`config.mk`:
```
export PLATFORM = sky130hd
export DESIGN_NAME = hazard_stall_ctrl
export DESIGN_NICKNAME = d
export VERILOG_FILES = /design/src/rtl/hazard_stall_ctrl_pkg.sv /design/src/rtl/hazard_stall_ctrl_load_use_detect.sv /design/src/rtl/hazard_stall_ctrl.sv
export SDC_FILE = /design/constraint.sdc
export NUM_CORES = 1
export LEC_CHECK = 0
export ABC_CLOCK_PERIOD_IN_PS = 2640
export CORE_MARGIN = 5
export CORE_UTILIZATION = 28
export CTS_CLUSTER_DIAMETER = 30
export CTS_CLUSTER_SIZE = 25
export DETAILED_ROUTE_END_ITERATION = 10
export PLACE_DENSITY = 0.95
export SYNTH_ARGS = -nofsm -noshare
export SYNTH_HDL_FRONTEND = slang
export SYNTH_SLANG_ARGS = --single-unit
```
`constraint.sdc`:
```
create_clock -name CLK -period 2.64 [get_ports CLK]
set_input_delay 0.528 -clock CLK [delete_from_list [all_inputs] [get_ports CLK]]
set_output_delay 0.528 -clock CLK [all_outputs]
set_load 0.03 [all_outputs]
```
`src/rtl/hazard_stall_ctrl_pkg.sv`:
```
// Shared definitions for the pipeline hazard/stall controller:
// FSM state encoding and the default multi-cycle mul/div latency.
package hazard_stall_ctrl_pkg;

    typedef enum logic [1:0] {
        ST_RUN      = 2'd0,
        ST_MD_WAIT  = 2'd1,
        ST_MEM_WAIT = 2'd2
    } hz_state_t;

    localparam int MD_LATENCY_DEFAULT = 4;

endpackage

```
`src/rtl/hazard_stall_ctrl_load_use_detect.sv`:
```
// Load-use hazard comparator: flags when the instruction in ID reads a
// register that the load currently in EX is about to write. r0 never hazards.
module load_use_detect #(
    parameter int REG_AW = 5
) (
    input  logic [REG_AW-1:0] id_rs,
    input  logic [REG_AW-1:0] id_rt,
    input  logic              id_use_rs,
    input  logic              id_use_rt,
    input  logic              ex_memread,
    input  logic [REG_AW-1:0] ex_rd,
    output logic              load_use
);

    logic [REG_AW-1:0] eq_rs_bits;
    logic [REG_AW-1:0] eq_rt_bits;

    // Bitwise equality between each ID source index and the EX destination
    generate
        for (genvar gi = 0; gi < REG_AW; gi++) begin : g_cmp
            assign eq_rs_bits[gi] = ~(id_rs[gi] ^ ex_rd[gi]);
            assign eq_rt_bits[gi] = ~(id_rt[gi] ^ ex_rd[gi]);
        end
    endgenerate

    logic rd_nonzero;
    logic rs_hit;
    logic rt_hit;

    // Combine the per-bit matches into the hazard flag
    always_comb begin
        rd_nonzero = |ex_rd;
        rs_hit     = id_use_rs & (&eq_rs_bits);
        rt_hit     = id_use_rt & (&eq_rt_bits);
        load_use   = ex_memread & rd_nonzero & (rs_hit | rt_hit);
    end

endmodule

```
`src/rtl/hazard_stall_ctrl.sv`:
```
// Stall/flush/next-PC controller for the 5-stage pipeline. A small FSM
// tracks mul/div and data-memory waits; control outputs are decoded
// combinationally from the current state and this cycle's inputs.
module hazard_stall_ctrl
    import hazard_stall_ctrl_pkg::*;
#(
    parameter int MD_LATENCY = MD_LATENCY_DEFAULT,
    parameter int REG_AW     = 5
) (
    input  logic              CLK,
    input  logic              Reset,
    input  logic [REG_AW-1:0] id_rs,
    input  logic [REG_AW-1:0] id_rt,
    input  logic              id_use_rs,
    input  logic              id_use_rt,
    input  logic              ex_memread,
    input  logic [REG_AW-1:0] ex_rd,
    input  logic              ex_md_start,
    input  logic              ex_br_taken,
    input  logic [31:0]       ex_br_target,
    input  logic [31:0]       pc_plus4,
    input  logic              mem_req,
    input  logic              mem_ready,
    output logic [31:0]       PCOut,
    output logic              stall,
    output logic              flush,
    output logic              ifid_stall,
    output logic              ifid_flush,
    output logic              idex_stall,
    output logic              idex_flush,
    output logic              exmem_stall,
    output logic              md_busy
);

    localparam int CW = $clog2(MD_LATENCY);

    hz_state_t         state_reg;
    hz_state_t         state_next;
    logic [CW-1:0]     cnt_reg;
    logic [CW-1:0]     cnt_next;
    logic              load_use;

    // Decoded controls before reset gating
    logic stall_dec;
    logic flush_dec;
    logic ifid_stall_dec;
    logic ifid_flush_dec;
    logic idex_stall_dec;
    logic idex_flush_dec;
    logic exmem_stall_dec;
    logic md_busy_dec;

    load_use_detect #(
        .REG_AW (REG_AW)
    ) u_load_use (
        .id_rs      (id_rs),
        .id_rt      (id_rt),
        .id_use_rs  (id_use_rs),
        .id_use_rt  (id_use_rt),
        .ex_memread (ex_memread),
        .ex_rd      (ex_rd),
        .load_use   (load_use)
    );

    // State register and mul/div counter; asynchronous active-low reset
    always_ff @(posedge CLK or negedge Reset) begin
        if (!Reset) begin
            state_reg <= ST_RUN;
            cnt_reg   <= '0;
        end else begin
            state_reg <= state_next;
            cnt_reg   <= cnt_next;
        end
    end

    // Next-state and control decode; RUN resolves hazards in fixed priority
    always_comb begin
        state_next      = state_reg;
        cnt_next        = cnt_reg;
        stall_dec       = 1'b0;
        flush_dec       = 1'b0;
        ifid_stall_dec  = 1'b0;
        ifid_flush_dec  = 1'b0;
        idex_stall_dec  = 1'b0;
        idex_flush_dec  = 1'b0;
        exmem_stall_dec = 1'b0;
        md_busy_dec     = 1'b0;
        case (state_reg)
            ST_RUN: begin
                if (mem_req && !mem_ready) begin
                    stall_dec       = 1'b1;
                    ifid_stall_dec  = 1'b1;
                    idex_stall_dec  = 1'b1;
                    exmem_stall_dec = 1'b1;
                    state_next      = ST_MEM_WAIT;
                end else if (ex_br_taken) begin
                    // Any mul/div start alongside a taken branch is dropped
                    flush_dec      = 1'b1;
                    ifid_flush_dec = 1'b1;
                    idex_flush_dec = 1'b1;
                end else if (ex_md_start) begin
                    stall_dec      = 1'b1;
                    ifid_stall_dec = 1'b1;
                    idex_stall_dec = 1'b1;
                    cnt_next       = CW'(MD_LATENCY - 2);
                    state_next     = ST_MD_WAIT;
                end else if (load_use) begin
                    // Hold PC and IF/ID, inject one bubble into ID/EX
                    stall_dec      = 1'b1;
                    ifid_stall_dec = 1'b1;
                    idex_flush_dec = 1'b1;
                end
            end
            ST_MD_WAIT: begin
                stall_dec      = 1'b1;
                ifid_stall_dec = 1'b1;
                idex_stall_dec = 1'b1;
                md_busy_dec    = 1'b1;
                if (cnt_reg == '0) begin
                    state_next = ST_RUN;
                end else begin
                    cnt_next = cnt_reg - CW'(1);
                end
            end
            ST_MEM_WAIT: begin
                if (!mem_ready) begin
                    stall_dec       = 1'b1;
                    ifid_stall_dec  = 1'b1;
                    idex_stall_dec  = 1'b1;
                    exmem_stall_dec = 1'b1;
                end else begin
                    state_next = ST_RUN;
                end
            end
            default: begin
                state_next = ST_RUN;
                cnt_next   = '0;
            end
        endcase
    end

    // Force all controls low while reset is held; redirect PC on flush
    always_comb begin
        stall       = Reset & stall_dec;
        flush       = Reset & flush_dec;
        ifid_stall  = Reset & ifid_stall_dec;
        ifid_flush  = Reset & ifid_flush_dec;
        idex_stall  = Reset & idex_stall_dec;
        idex_flush  = Reset & idex_flush_dec;
        exmem_stall = Reset & exmem_stall_dec;
        md_busy     = Reset & md_busy_dec;
        PCOut       = flush ? ex_br_target : pc_plus4;
    end

endmodule
```
==> flow_summary.toml <==
[outcome]
outcome = "finished clean"

[hold_path]
hp-class = "input pin to async pin"

[route]
via_count = 1230
drt_first_pass_iters = 4
dr.first_iter.drc_count = 28
drc = 0
drt-wirelength-per-cell_um = 15.71
antenna_left = 0
viasPerCell = 4.473
wl_um = 4321

[pwr]
powerDensity_nw_per_um2 = 374.3
p_sw_share_pct = 41.07
internal_power_uw = 513.9
pwr-share-comb_pct = 79.7
seq_power_share_pct = 11.6
p_leak_uw = 0.001066
pwr-share-clk_pct = 8.7
vdd_ir_drop_max_mv = 0.4642
p_switching_uw = 358.1

[cts]
path_clk_slew_ns = 0.04
cts_root_buffer = "clkbuf_4"
cts_max_path_buffers = 2
cts_max_level = 1
clock_latency_ns = 0.23
cts_buffers = 3
cts.sinks = 4
cts_tree = "done"

[die]
core-area_um2 = 3390
fp.dieW_um = 69.83
start_util_pct = 29.57
ios = 128
rows = 21
die_h_um = 69.83
die-area_um2 = 4876

[timing]
final.setup.worst_slack_ns = 0.1301
clock.fmax_mhz = 398.4
final-setup-viol-count = 0
slew_violations = 0
worstMarginPinSlew_ns = 0.3337
rsz0062_at_grt = "false"
finalCriticalPeriod_ns = 2.510
hold_viol_final = 0
slew_headroom_pct = 77.47
finalClockSkew_ns = 0.004888
final.period_utilization_pct = 95.07

[yosys]
ys.flop_type = "dfrtp_1"
synth-edff-count = 0
synth_common_cells = "mux2_4, xor2_1"
synthMuxAreaShare_pct = 46.44
yosysWarnings = 0
synth_top_area_share_pct = 41.95
synth-compound-area-share_pct = 7.366
synth_top_family_by_area = "multiplexers"
syn_nets = 181
synth_area_per_cell_um2 = 10.89
synth-simple-area-share_pct = 14.48
synth_top_cell_by_area = "mux2_4"
synth_area_leaders = "mux2_4, dfrtp_1, xor2_1"
syn_area_um2 = 1002
synth_cell_types = 31
synthCells = 92
synth_xor_area_share_pct = 9.613
ys_seq_elements = 4
synth_fa_ha_area_share_pct = 1.248
async_flop_share_pct = 100.0
synth-seq-area-share_pct = 9.988
yosys.cell_count.top_type = "mux2_4"

[finish]
n_fill_cell = 283
syn_to_final_growth_pct = 132.5
insertedDiodeCount = 0
seq_area_um2 = 100.1
layout-drive-gt1-share_pct = 40.17
final_net_count = 320
final_core_util_pct = 68.73
multi_input_area_um2 = 793.3

[global_route]
grt_overflow_total = 0
grt_usage_pct = 16.76
grt_pass1_vias = 1357
grt_max_degree = 14
grt_pass1_wl_um = 6879
grt_antenna_before_repair = 0

[setup_path]
path_cells = "dlygate4sd2_1 -> nor2b_4 -> nor2_2 -> and3_4 -> buf_6 -> buf_12 -> mux2_4 -> buf_6"
cpMostUsedCell = "buf_6"
path_max_fanout = 8
cpMaxStageDelayCell = "mux2_4"
cpPeakStageDelay_ns = 0.31
cp-start-kind = "input pin"
endpoint_kind = "primary output"
crit_type = "input pin to primary output"
required_ns = 2.11
arrival_ns = 1.98

[placement]
io_buffers = 127
gp_congestion = 0.8053
place_ws_ns = -0.4528
hpwl_um = 3648

[job]
maxCapViolations = 0
[worst paths after layout]
| kind | start | to | slack (ns) | cells past startpoint |
|---|---|---|---|---|
| max in group asynchronous | Reset | cnt_reg[0] | 2.28 | 2 |
| worst min-delay path | Reset | state_reg[0] | 0.25 | 2 |
| worst min register to register | cnt_reg[1] | cnt_reg[1] | 0.53 | 2 |
| worst max register to register | state_reg[1] | cnt_reg[0] | 1.41 | 3 |
| worst max-delay path | mem_req | PCOut[21] | 0.13 | 8 |
| min in group CLK | cnt_reg[1] | cnt_reg[1] | 0.53 | 2 |
[power by group through the flow]
stage	sequential (µW)	clock [µW]	combinational, µW
finish	101	76.1	695
detailed placement	101	0	694
CTS	101	77.8	704
global placement	99.9	0	684
floorplan	94.3	0	403
global route	102	82.9	742
[cells by family after synthesis]
group / count (synthesis)
buffers and inverters: 11
muxes: 32
xor gates and xnor gates: 11
and+or+nand+nor: 22
adders and majority gates: 1
DFF: 4
AOI/OAI and AO/OA: 11
[routing by layer]
layer	part of all wire [%]	wire length, µm	global-route usage (%)	vias to the layer above
li1	-	-	-	605
met5	0	0	0	-
met2	53	2291	32.32	70
met4	0	0	1.277	0
met1	38	1631	19.26	555
met3	9.2	398	3.768	0
[critical path, delay by kind of cell]
kind          cells  cell delay, ns
buf+inv           4            0.63
simple gates      3            0.52
mux               1            0.31
[layout make-up]
class                   instances  area share (%)
clock buffers                   3          0.9667
inverters                       4          0.6445
multi-input cells              77           34.05
flip-flops and latches          4           4.296
well taps                      46           2.470
repair buffers                141           57.57
[stage by stage]
step / hold WS [ns] / power [µW] / TNS (ns) / instances / cell area (µm²)
after CTS: 0.5213 / 882.2 / -0.2487 / 275 / 2325
after global placement: 0.5147 / 783.6 / -11.27 / 268 / 2325
after floorplan: 0.2324 / 497.0 / 0 / 92 / 1002
after detailed placement: 0.5132 / 795.3 / -12.73 / 268 / 2325
final: 0.2526 / 872.0 / 0 / 275 / 2330
after global routing: 0.2770 / 927.2 / 0 / 275 / 2330
[cell usage in the layout, fill, tap and decap left out, drive strengths merged, types with 3 or more instances in the layout]
| cell | Yosys | layout |
|---|---|---|
| a21oi | 4 | 4 |
| inv | 4 | 4 |
| mux2 | 32 | 32 |
| xor2 | 9 | 9 |
| dlymetal6s2s | 0 | 4 |
| nor2b | 4 | 4 |
| dfrtp | 4 | 4 |
| and2 | 3 | 3 |
| clkdlybuf4s50 | 0 | 82 |
| buf | 6 | 53 |
| clkbuf | 1 | 3 |
| nor2 | 4 | 4 |
[timing repair]
item,4_1_cts,5_1_grt
gates cloned,1,0
hold endpoints to repair,0,0
hold buffers,0,0
pin swaps,2,5
buffers inserted,3,0
resized for setup,170,5
setup endpoints to repair,32,30
No activity file was read; power rests on OpenSTA's default activity.
